**config.mk**
```make
export PLATFORM = sky130hd
export DESIGN_NAME = uart_serializer_buf
export DESIGN_NICKNAME = d
export VERILOG_FILES = /design/src/rtl/uart_serializer_buf_pkg.sv /design/src/rtl/uart_ser_hold_reg.sv /design/src/rtl/uart_serializer_buf.sv
export SDC_FILE = /design/constraint.sdc
export NUM_CORES = 1
export LEC_CHECK = 0
export CAP_MARGIN = 20
export CORE_MARGIN = 2
export CORE_UTILIZATION = 35
export CTS_BUF_LIST = sky130_fd_sc_hd__clkbuf_8 sky130_fd_sc_hd__clkbuf_16
export CTS_CLUSTER_SIZE = 25
export DETAILED_ROUTE_END_ITERATION = 8
export SYNTH_ARGS = -nofsm -noshare
export SYNTH_HDL_FRONTEND = slang
export SYNTH_SLANG_ARGS = --single-unit
```
**constraint.sdc**
```tcl
create_clock -name CLK -period 1.7 [get_ports CLK]
set_clock_uncertainty 0.05 [all_clocks]
set_input_delay 0.17 -clock CLK [delete_from_list [all_inputs] [get_ports CLK]]
set_output_delay 0.17 -clock CLK [all_outputs]
set_load 0.05 [all_outputs]
```
**src/rtl/uart_serializer_buf_pkg.sv**
```systemverilog
// Shared types and helpers for the UART TX serializer and its holding register.
package uart_serializer_buf_pkg;

  localparam int unsigned DATA_WIDTH_DEF = 8;

  typedef enum logic [1:0] {
    IDLE   = 2'd0,
    SHIFT  = 2'd1,
    PARITY = 2'd2
  } ser_state_e;

  localparam logic PAR_EVEN = 1'b0;
  localparam logic PAR_ODD  = 1'b1;

  // Words narrower than 32 bits are zero-extended by the caller, which leaves the XOR unchanged.
  function automatic logic calc_parity(input logic [31:0] word, input logic par_type);
    return (^word) ^ par_type;
  endfunction

endpackage

```
**src/rtl/uart_ser_hold_reg.sv**
```systemverilog
// One-deep valid/ready holding register; shared by the TX serializer and usable on the RX side.
module uart_ser_hold_reg
  import uart_serializer_buf_pkg::*;
#(
  parameter int unsigned Width = DATA_WIDTH_DEF
) (
  input  logic             clk_i,
  input  logic             rst_ni,
  input  logic [Width-1:0] data_i,
  input  logic             valid_i,
  output logic             ready_o,
  input  logic             drain_i,
  output logic [Width-1:0] data_o,
  output logic             full_o
);

  logic             full_q, full_d;
  logic             ready_q;
  logic [Width-1:0] data_q, data_d;
  logic             accept;

  assign accept = valid_i && ready_q;

  // Accept and drain are mutually exclusive: ready is low whenever the register is full.
  always_comb begin
    full_d = full_q;
    data_d = data_q;
    if (accept) begin
      full_d = 1'b1;
      data_d = data_i;
    end else if (drain_i) begin
      full_d = 1'b0;
    end
  end

  always_ff @(posedge clk_i or negedge rst_ni) begin
    if (!rst_ni) begin
      full_q  <= 1'b0;
      ready_q <= 1'b1;
      data_q  <= '0;
    end else begin
      full_q  <= full_d;
      ready_q <= !full_d;
      data_q  <= data_d;
    end
  end

  assign ready_o = ready_q;
  assign data_o  = data_q;
  assign full_o  = full_q;

endmodule

```
**src/rtl/uart_serializer_buf.sv**
```systemverilog
// UART TX shift stage with a one-deep input buffer; back-to-back words stream without gaps.
// Define UART_SER_PARITY_EN to append a parity bit (par_type selects even/odd) after each word.
module uart_serializer_buf
  import uart_serializer_buf_pkg::*;
#(
  parameter int unsigned DATA_WIDTH = DATA_WIDTH_DEF,
  parameter bit          MSB_FIRST  = 1'b0,
  parameter bit          IDLE_LEVEL = 1'b1
) (
  input  logic                  CLK,
  input  logic                  rst_n,
  input  logic [DATA_WIDTH-1:0] P_DATA,
  input  logic                  data_valid,
  output logic                  data_ready,
  input  logic                  shift_en,
  input  logic                  par_type,
  output logic                  ser_data,
  output logic                  ser_busy,
  output logic                  ser_done
);

  localparam int unsigned      CntW   = $clog2(DATA_WIDTH);
  localparam logic [CntW-1:0]  CntMax = CntW'(DATA_WIDTH - 1);

  localparam logic [1:0] S_IDLE   = IDLE;
  localparam logic [1:0] S_SHIFT  = SHIFT;
  localparam logic [1:0] S_PARITY = PARITY;

`ifdef UART_SER_PARITY_EN
  localparam int unsigned HoldW = DATA_WIDTH + 1;
`else
  localparam int unsigned HoldW = DATA_WIDTH;
`endif

  logic [HoldW-1:0]      hold_in, hold_out;
  logic                  hold_full, hold_drain;
  logic [DATA_WIDTH-1:0] hold_word;

  logic [1:0]            state_q, state_d;
  logic [CntW-1:0]       cnt_q, cnt_d;
  logic [DATA_WIDTH-1:0] shift_q, shift_d;
  logic                  ser_q, ser_d;
  logic                  busy_q, busy_d;
  logic                  done_q, done_d;
  logic                  load, word_end;

  // Parity is computed once at accept and travels with the word.
`ifdef UART_SER_PARITY_EN
  logic par_q, par_d;
  assign hold_in = {calc_parity(32'(P_DATA), par_type), P_DATA};
`else
  logic unused_par_type;
  assign unused_par_type = par_type;
  assign hold_in         = P_DATA;
`endif

  assign hold_word = hold_out[DATA_WIDTH-1:0];

  uart_ser_hold_reg #(
    .Width (HoldW)
  ) u_hold (
    .clk_i   (CLK),
    .rst_ni  (rst_n),
    .data_i  (hold_in),
    .valid_i (data_valid),
    .ready_o (data_ready),
    .drain_i (hold_drain),
    .data_o  (hold_out),
    .full_o  (hold_full)
  );

  function automatic logic bit_sel(input logic [DATA_WIDTH-1:0] w, input logic [CntW-1:0] i);
    return MSB_FIRST ? w[CntMax - i] : w[i];
  endfunction

  always_comb begin
    state_d    = state_q;
    cnt_d      = cnt_q;
    shift_d    = shift_q;
    ser_d      = ser_q;
    busy_d     = busy_q;
    done_d     = 1'b0;
    load       = 1'b0;
    word_end   = 1'b0;
`ifdef UART_SER_PARITY_EN
    par_d      = par_q;
`endif

    case (state_q)
      S_IDLE: begin
        if (hold_full) load = 1'b1;
      end
      S_SHIFT: begin
        if (shift_en) begin
          if (cnt_q != CntMax) begin
            cnt_d = cnt_q + 1'b1;
            ser_d = bit_sel(shift_q, cnt_q + 1'b1);
          end else begin
`ifdef UART_SER_PARITY_EN
            state_d = S_PARITY;
            ser_d   = par_q;
`else
            word_end = 1'b1;
`endif
          end
        end
      end
`ifdef UART_SER_PARITY_EN
      S_PARITY: begin
        if (shift_en) word_end = 1'b1;
      end
`endif
      default: begin
        state_d = S_IDLE;
        ser_d   = IDLE_LEVEL;
        busy_d  = 1'b0;
      end
    endcase

    // A word ending with the buffer full reloads on the same edge, so the line never idles.
    if (word_end) begin
      done_d = 1'b1;
      if (hold_full) begin
        load = 1'b1;
      end else begin
        state_d = S_IDLE;
        ser_d   = IDLE_LEVEL;
        busy_d  = 1'b0;
      end
    end

    if (load) begin
      state_d = S_SHIFT;
      cnt_d   = '0;
      shift_d = hold_word;
      ser_d   = bit_sel(hold_word, '0);
      busy_d  = 1'b1;
`ifdef UART_SER_PARITY_EN
      par_d   = hold_out[DATA_WIDTH];
`endif
    end
  end

  assign hold_drain = load;

  always_ff @(posedge CLK or negedge rst_n) begin
    if (!rst_n) begin
      state_q <= S_IDLE;
      cnt_q   <= '0;
      shift_q <= '0;
      ser_q   <= IDLE_LEVEL;
      busy_q  <= 1'b0;
      done_q  <= 1'b0;
    end else begin
      state_q <= state_d;
      cnt_q   <= cnt_d;
      shift_q <= shift_d;
      ser_q   <= ser_d;
      busy_q  <= busy_d;
      done_q  <= done_d;
    end
  end

`ifdef UART_SER_PARITY_EN
  always_ff @(posedge CLK or negedge rst_n) begin
    if (!rst_n) begin
      par_q <= 1'b0;
    end else begin
      par_q <= par_d;
    end
  end
`endif

  assign ser_data = ser_q;
  assign ser_busy = busy_q;
  assign ser_done = done_q;

endmodule

```
Word level (Yosys, flattened, before mapping) --
Cells that the tools add are included.
Cells by class: reduce and logical (&&, ||, !) cells 8, $add $sub $neg 1, mux-type cells 30, $lt $le $gt $ge 1, eq/ne operators 2
Operators by type and width (count):
- $mux 1 | 20
- $mux 3 | 4
- $mux 2 | 4
- $reduce_bool 2->1 | 3
- $lt 3x4->1 const B | 1
- $add 3x1->3 const B | 1
- $bmux 1 s3 | 1
- $ne 3x3->1 const B | 1
- $reduce_and 3->1 | 1
- $eq 2x1->1 const B | 1
- $logic_not 2->1 | 1
- $pmux 1 s2 | 1
- $reduce_or 2->1 | 1
- $logic_and 1x1->1 | 1
- $logic_not 1->1 | 1
Word-level totals: output and inout port bits 4, register bits 26, logic and storage cells 51, input bits 13

Logic depth before layout (Yosys ltp) --
Gate-level depths: netlist of run 1.
depth in word-level cells 9, mapped depth 6, mapped depth without buffers 6

Modules after synthesis --
Synthesis of run 1 repeated with hierarchy kept, for this count alone.
Second synthesis, totals: cells, all modules 75, area total of the unflattened synthesis 1131.1 sq um
Modules (own cells, without submodules):
- uart_serializer_buf | sequential area each 401.6 sq um, cells an instance 53, times used 1, area an instance 732.0 sq um
- uart_ser_hold_reg | sequential area each 251.5 sq um, cells an instance 22, times used 1, area an instance 399.1 sq um

Worst setup path after synthesis of run 1 --
OpenSTA, ideal clock, no wires.
kind register to register, start register cnt_q[0], end register shift_q[0], setup slack -0.062 ns, period minus slack after synthesis 1.762 ns, stages on the path, launching flop included 7, required time 1.525 ns, arrival time 1.587 ns, setup time 0.125 ns, path buffers 1, cell sequence dfrtp_1 -> ha_1 -> ha_1 -> a21boi_0 -> nor3_1 -> buf_4 -> mux2_2
Between the ends: longest elaborated chain between the ends 5
Ends and longest elaborated chain:
- from (decl) | RTL line uart_serializer_buf.sv:40 | logic [CntW-1:0] cnt_q, cnt_d;
- from (signal assigned) | RTL line uart_serializer_buf.sv:156 | cnt_q <= cnt_d;
- $ne 3x3->1 | RTL line uart_serializer_buf.sv:95 | if (cnt_q != CntMax) begin
- $mux 1 | RTL line uart_serializer_buf.sv:95
- $mux 1 | RTL line uart_serializer_buf.sv:94 | if (shift_en) begin
- $mux 1 | RTL line uart_serializer_buf.sv:89 | case (state_q)
- $mux 1 | RTL line uart_serializer_buf.sv:121 | if (word_end) begin
- to (signal assigned) | RTL line uart_serializer_buf.sv:157 | shift_q <= shift_d;
- to (decl) | RTL line uart_serializer_buf.sv:41 | logic [DATA_WIDTH-1:0] shift_q, shift_d;
No other way between the ends. A chain may end at the register's enable or synchronous reset.

Final worst setup path of run 1 --
start register cnt_q[0], end register shift_q[3]
The elaborated chain is that of the path after synthesis.

==> metrics.md, run 1 <==
| Metric | Value |
|---|---|
| Instance count on the critical path | 6 |
| Final min period | ~1700 ps |
| WL final | 1800 µm |
| Final Max Slew Viols | 0 |
| Yosys cell types | 18 |
| Clock Sinks | 26 |
| Setup crit start | cnt_q[0] |
| CP delay by family, top | adder cells |
| Post-synthesis instance area | 0.00108 mm² |
| Layout cells sized above 1 | approximately 36% |
| Grt met3 use | 3.28% |
| Vias in the first global route | 711 |
| Critical path buffer and inverter count | 1 |
| Crit path to | shift_q[3] |
| Core Region | just under 0.003 mm² |
| Max-cap viol count | 0 |
| Vias | roughly 670 |
| Final Cycle Share | 97.3% |
| Filler-free cell count of the finished design | between 100 and 150 |
| Port Buffers | 15 |
| Synth Register Bits | 26 |
| Die ar. | between 0.003 and 0.004 mm² |
| Clock buffer count from CTS | 3 |
| Net Count, Synth | just over 90 |
| Area growth from synthesis to layout | 30.3% |
| Hold/Removal Path Class | in2async |
| Avg Cell Area, Syn | between 10 and 15 µm² |
| RSZ-0062 raised after global routing | true |
| Setup crit end kind | flop |
| Clock buffer depth | 2 |
| Syn Inst Count | between 70 and 80 |
| Hold_buf cts | 0 |
| Commonest non-fill, non-tap cells in the layout | dfrtp_1, mux2_2, clkdlybuf4s50_1, buf_4, nor2_1 |
| Met2 GRT Util | 19.2% |
| CTS tree | done |
| Static Leakage | between 0.6 and 0.7 nW |
| M1 GR Usage | roughly 17% |
| RR Endpoint | shift_q[3] |
| Area after detailed placement | around 0.0013 mm² |
| Reg-to-reg slack, setup | 50 ps |
| Die width | 59.4 µm |
| First-pass GRT wire length | roughly 3200 µm |
| Routed len/inst | roughly 13 µm |
| Io pins | 17 |
| DP Worst Slack | -333 ps |
| Routed Antenna Nets | 0 |
| Die Ht | 59.4 µm |
| Crit Path Class | reg2reg |
| Largest vdd supply drop | approximately 0.65 mV |
| Clk Latency, worst-skew pair | between 200 and 300 ps |
| Setup-failing EPs final | 0 |
| Diodes inserted | 0 |
| Worst R2R Start | cnt_q[0] |
| Slowest CP cell | dfrtp_1 |
| Cells along the critical path | ha_1, ha_2, a21boi_2, nor3_4, buf_4, mux2_2 |
| Root Buffer | clkbuf_8 |
| FMAX | 605 MHz |
| Max FO, Critical Path | 5 |
| Placer Congestion | roughly 0.76 |
| Iter 0 DRT Violations | 12 |
| Initial Util | ~36% |
| Post-route cell area | 0.00140 mm² |
| Pwr Density | 1540 mW/mm² |
| Vias per inst | between 4 and 5 |
| H-tree depth | 1 |
| Yosys warnings | 0 |
| Worst Slack Setup Final | roughly 46 ps |
| # DRC | 0 |
| Crit path arrival time | 1760 ps |
| GR Util All Layers | 12.7% |
| Pre-antenna DRT Iters | 4 |
| Status | completed |
| Clock transition at path regs | 90 ps |
| Placed insts | approximately 130 |
| Worst EP required | approximately 1800 ps |
| Grt total ovfl | 0 |
| Post-synthesis sequential area ratio | between 60 and 70% |
| Post-DP HPWL | approximately 1200 µm |
| Worst path max stage delay | between 300 and 400 ps |
| CP startpoint kind | flop |
| Busiest grt layer | met2 |
| Cell Rows | 20 |
| Final Hold Fails | 0 |
| R2R depth | 6 |
| Fin nets | approximately 120 |
| Commonest non-fill, non-tap cell in the layout | dfrtp_1 |
| Antenna violations before repair | 0 |
| Largest net degree at the start of global routing | 19 |
[worst min-delay path by stage]
stage,from,endpoint,slack [ps],cells past startpoint
after floorplan,rst_n,cnt_q[0],-180,0
after global placement,shift_q[5],shift_q[5],430,1
after detailed placement,u_hold.data_o[4],shift_q[4],440,1
after CTS,rst_n,state_q[1],170,1
after global routing,rst_n,state_q[1],190,1
final,rst_n,state_q[1],150,1
[cells in the mapped netlist]
master / number / area, µm²
conb_1: 1 / 3.75
nor2_1: 7 / 26.3
xnor2_1: 1 / 8.76
buf_4: 1 / 7.51
mux2i_1: 3 / 30.0
dfrtp_1: 24 / 601
inv_1: 4 / 15.0
a21oi_1: 2 / 10.0
mux4_1: 2 / 52.6
o22a_1: 1 / 8.76
nand2b_1: 1 / 6.26
o21ai_0: 3 / 15.0
nor3_1: 3 / 15.0
a21boi_0: 1 / 7.51
ha_1: 2 / 25.0
mux2_2: 16 / 180
dfstp_2: 2 / 52.6
nand2_1: 3 / 11.3
[per-stage QoR]
step / total power, mW / setup TNS (ps) / utilization [%] / hold WS (ps)
after CTS: 2.18 / 0 / 46.7 / 170
after detailed placement: 1.75 / -2890 / 43.9 / 441
after global placement: 1.74 / -2300 / 43.9 / 434
final: 2.16 / 0 / 47.1 / 154
after global routing: 2.32 / -61.0 / 47.1 / 188
after floorplan: 1.54 / -12.5 / - / -176
[registers in the layout, summed over array words and instances (netlist names)]
| name | flops |
|---|---|
| shift_q | 8 |
| ser_data | 1 |
| u_hold.full_o | 1 |
| cnt_q | 3 |
| ser_busy | 1 |
| u_hold.ready_o | 1 |
| u_hold.data_o | 8 |
| state_q | 2 |
| ser_done | 1 |
[final cells by class]
class | instances | area, µm²
inverter | 4 | 15.0
fill | 270 | 1580
multi-input combinational | 46 | 423
timing repair buffer | 23 | 215
clock buffer | 4 | 55.1
sequential | 26 | 653
tap | 33 | 41.3
[timing repair]
item                       in CTS  in global routing
hold endpoints to repair        0                  0
buffers inserted                3                  0
resized for setup               1                  3
setup endpoints to repair      11                 15
pin swaps                       1                  2
cloned                          0                  0
[cell families (layout without fill, tap and decap cells)]
kind of cell             count (synthesis)  after routing  share of synthesized area (%)
flip-flops                              26             26                           60.7
multiplexers                            21             21                           24.4
AND/OR/NAND/NOR                         14             14                           5.47
AO/OA/AOI/OAI                            7              7                           3.84
buffers and inverters                    5             31                           2.09
adder cells (fa/ha/maj)                  2              2                           2.33
other                                    1              1                          0.349
XOR/XNOR                                 1              1                          0.814
[metal layers]
layer,routed length [µm],up-vias
met1,781,333
met5,0,-
met3,50,4
li1,-,318
met4,38,0
met2,927,11
[report_power, final]
| group | total [mW] | switching, mW | leakage (nW) | internal, mW |
|---|---|---|---|---|
| registers | 1.01 | 0.130 | 0.312 | 0.883 |
| logic | 0.757 | 0.333 | 0.274 | 0.424 |
| clock network | 0.391 | 0.184 | 0.0288 | 0.207 |
[worst register-to-register path: cells and delay by family, from the launching register on]
family / cells / cell delay [ps]
AOI/OAI and AO/OA: 1 / 220
buffers and inverters: 1 / 160
and+or+nand+nor: 1 / 50
muxes: 1 / 260
DFF: 1 / 390
adders and majority gates: 2 / 400
Power figures use the tool's default switching activity.
==> run 2, diff against run 1 <==
--- a/config.mk
+++ b/config.mk
@@ -5,12 +5,14 @@
 export SDC_FILE = /design/constraint.sdc
 export NUM_CORES = 1
 export LEC_CHECK = 0
+export ABC_AREA = 1
 export CAP_MARGIN = 20
 export CORE_MARGIN = 2
 export CORE_UTILIZATION = 35
 export CTS_BUF_LIST = sky130_fd_sc_hd__clkbuf_8 sky130_fd_sc_hd__clkbuf_16
 export CTS_CLUSTER_SIZE = 25
 export DETAILED_ROUTE_END_ITERATION = 8
+export SKIP_LAST_GASP = 1
 export SYNTH_ARGS = -nofsm -noshare
 export SYNTH_HDL_FRONTEND = slang
 export SYNTH_SLANG_ARGS = --single-unit
==> run 2 against run 1 <==
Net effect:
- sequential share of layout area shrank 0.94 points
- routed wire length increased by 1.8%
- sequential cell count did not move
- via count up 20%
- first-iteration DRC count is 110% higher
- die area rose by 8.7%
- global-route usage down 1.6 points
- non-clock buffer count down 6
- synthesized cell count rose by 48%
- maximum frequency increased by 3.7%
- critical path type is now reg2out
- critical endpoint is now ser_done
- largest cell class unchanged
==> metrics.md, run 2 <==
| Metric | Value |
|---|---|
| Status | completed |
| Register area | 653 µm² (unchanged) |
| WL final | 1830 µm (+1.8%) |
| Fin nets | 150 (+26%) |
| Post-DP HPWL | 1380 µm (+11%) |
| Multi-input combinational cell area | 432 µm² (+2.1%) |
| Routed len/inst | 10.2 µm (-23%) |
| Clock transition at path regs | 80 ps (about the same) |
| Critical path buffer and inverter count | 1 (unchanged) |
| Crit path arrival time | 1380 ps (-380 ps) |
| Area leader, netlist | dfrtp_1 |
| Port Buffers | 15 (unchanged) |
| Static Leakage | 0.675 nW (+9.7%) |
| Yosys cell types | 21 (+3) |
| Synth top area share | 51.1% (-4.8 points) |
| Instance count on the critical path | 1 (-5) |
| Area contributors post-synth | dfrtp_1, nand2_1, mux2_2 |
| Syn Inst Count | 114 (+48%) |
| H-tree depth | 1 (unchanged) |
| Layout cells sized above 1 | 28.4% (-7.6 points) |
| Diodes inserted | 0 (unchanged) |
| R2R depth | 11 (+5) |
| CP startpoint kind | flop |
| Iter 0 DRT Violations | 25 (+13) |
| Post-synthesis instance area | 0.00118 mm² (+9.3%) |
| M1 GR Usage | 15.5% (-1.2 points) |
| Slowest CP cell | clkdlybuf4s50_1 |
| RSZ-0062 raised after global routing | false |
| Clock buffer count from CTS | 3 (unchanged) |
| Commonest non-fill, non-tap cells in the layout | dfrtp_1, nand2_1, inv_1, clkdlybuf4s50_1, o21ai_2 |
| Filler cells | 333 (+23%) |
| Final Hold Fails | 0 (unchanged) |
| CTS tree | done |
| FMAX | 627 MHz (+3.7%) |
| Leading cell types by count after synthesis | dfrtp_1, nand2_1, inv_1, o21ai_2 |
| Core Region | 0.00328 mm² (+10%) |
| Cell Rows | 21 (+5.0%) |
| Clock buffer depth | 2 (unchanged) |
| Setup-failing EPs final | 0 (unchanged) |
| Met2 GRT Util | 17.0% (-2.2 points) |
| Area after detailed placement | 0.00137 mm² (+4.9%) |
| First-pass GRT wire length | 3130 µm (-3.6%) |
| Vias | 798 (+20%) |
| Die Ht | 62.0 µm (+4.2%) |
| Yosys warnings | 0 (unchanged) |
| Grt met3 use | 1.86% (-1.4 points) |
| Largest net degree at the start of global routing | 27 (+8) |
| Grt total ovfl | 0 (unchanged) |
| Final Cycle Share | 93.8% (-3.5 points) |
| Clk Latency, worst-skew pair | 270 ps (about the same) |
| Final Max Slew Viols | 0 (unchanged) |
| Net Count, Synth | 129 (+40%) |
| # DRC | 0 (unchanged) |
| CP delay by family, top | buffers and inverters |
| Cells along the critical path | clkdlybuf4s50_1 |
| Clock Sinks | 26 (unchanged) |
| Largest vdd supply drop | 0.669 mV (+2.3%) |
| Placer Congestion | 0.778 (+2.1%) |
| Die width | 62.0 µm (+4.2%) |
| Hold/Removal Path Class | in2async |
| Commonest non-fill, non-tap cell in the layout | dfrtp_1 |
| GR Util All Layers | 11.1% (-1.6 points) |
| Avg Cell Area, Syn | 10.3 µm² (-26%) |
| Post-synth EDFFs | 0 (unchanged) |
| Pwr Density | 1640 mW/mm² (+6.4%) |
| Post-route cell area | 0.00143 mm² (+2.1%) |
| Dominant synthesized flop cell | dfrtp_1 |
| Root Buffer | clkbuf_8 |
| Routed Antenna Nets | 0 (unchanged) |
| Antenna violations before repair | 0 (unchanged) |
| Most frequent cell after synthesis | dfrtp_1 |
| Async SR Flop Fraction | 100% (unchanged) |
| Pre-antenna DRT Iters | 4 (unchanged) |
| Die ar. | 0.00384 mm² (+8.7%) |
| Worst path max stage delay | 790 ps (+400 ps) |
| Final min period | 1600 ps (-58.8 ps) |
| Vias per inst | 4.43 (-9.5%) |
| Sum Neg Setup Slack | 0 ps (unchanged) |
| Pwr Total | 2.35 mW (+8.6%) |
| Busiest grt layer | met2 |
| Initial Util | 35.8% (-0.32 points) |
| Post-synthesis sequential area ratio | 55.5% (-5.2 points) |
| Setup crit end kind | primary output |
| Io pins | 17 (unchanged) |
| Max-cap viol count | 0 (unchanged) |
| Crit Path Class | reg2out |
| Area growth from synthesis to layout | 21.7% |
| Synth Register Bits | 26 (unchanged) |
| Max FO, Critical Path | 1 (-4) |
| Vias in the first global route | 719 (+1.1%) |
| Worst EP required | 1480 ps (-320 ps) |
run 2: area by class of cell:
type / count / share of cell area (%)
clock buffers: 3 / 2.88
clock inverters: 1 / 0.262
inverters: 21 / 6.03
multi-input cells: 66 / 30.2
flip-flops and latches: 26 / 45.6
well taps: 46 / 4.02
repair buffers: 17 / 11.0
run 2: worst paths after layout:
check | startpoint | to | slack (ps)
max in group asynchronous | rst_n | u_hold.ready_o | 1090
min reg2reg | state_q[1] | state_q[0] | 420
min in group CLK | state_q[1] | state_q[0] | 420
min | rst_n | shift_q[5] | 210
max | ser_done | ser_done | 100
max reg2reg | cnt_q[0] | ser_data | 190
run 2: kinds of logic (layout without fill, tap and decap cells):
group	Yosys count	after routing	synth area share [%]
fa+ha+maj	2	2	2.13
other cells	1	1	0.319
flops	26	26	55.5
buf+inv	22	42	8.83
mux	7	7	6.70
compound gates	17	17	10.6
simple gates	39	39	15.9
run 2: through the flow:
| stage | utilization (%) | worst slack [ps] | cells | hold WS [ps] |
|---|---|---|---|---|
| after global placement | 41.8 | 133 | 176 | 412 |
| after global routing | 43.6 | 37.6 | 180 | 245 |
| after CTS | 43.1 | 65.2 | 180 | 221 |
| after floorplan | - | 144 | 114 | -176 |
| after detailed placement | 41.8 | 90.9 | 176 | 413 |
| final | 43.6 | 105 | 180 | 207 |
run 2: what timing repair did:
| action | CTS | global route |
|---|---|---|
| setup endpoints to repair | 0 | 6 |
| gates resized for setup | 0 | 3 |
| hold buffers | 0 | 0 |
| buffers inserted | 0 | 0 |
run 2: report_power, final:
part | internal (mW) | leakage (nW) | switching (mW) | total, mW
registers | 0.897 | 0.316 | 0.134 | 1.03
clock network | 0.162 | 0.0269 | 0.180 | 0.342
logic | 0.414 | 0.332 | 0.561 | 0.975
run 2: per-layer routing:
| layer | routed length [µm] | vias to the layer above | part of all wire [%] |
|---|---|---|---|
| li1 | - | 401 | - |
| met1 | 867 | 379 | 47 |
| met2 | 864 | 16 | 47 |
| met3 | 75 | 2 | 4.1 |
| met4 | 21 | 0 | 1.1 |
| met5 | 0 | - | 0 |
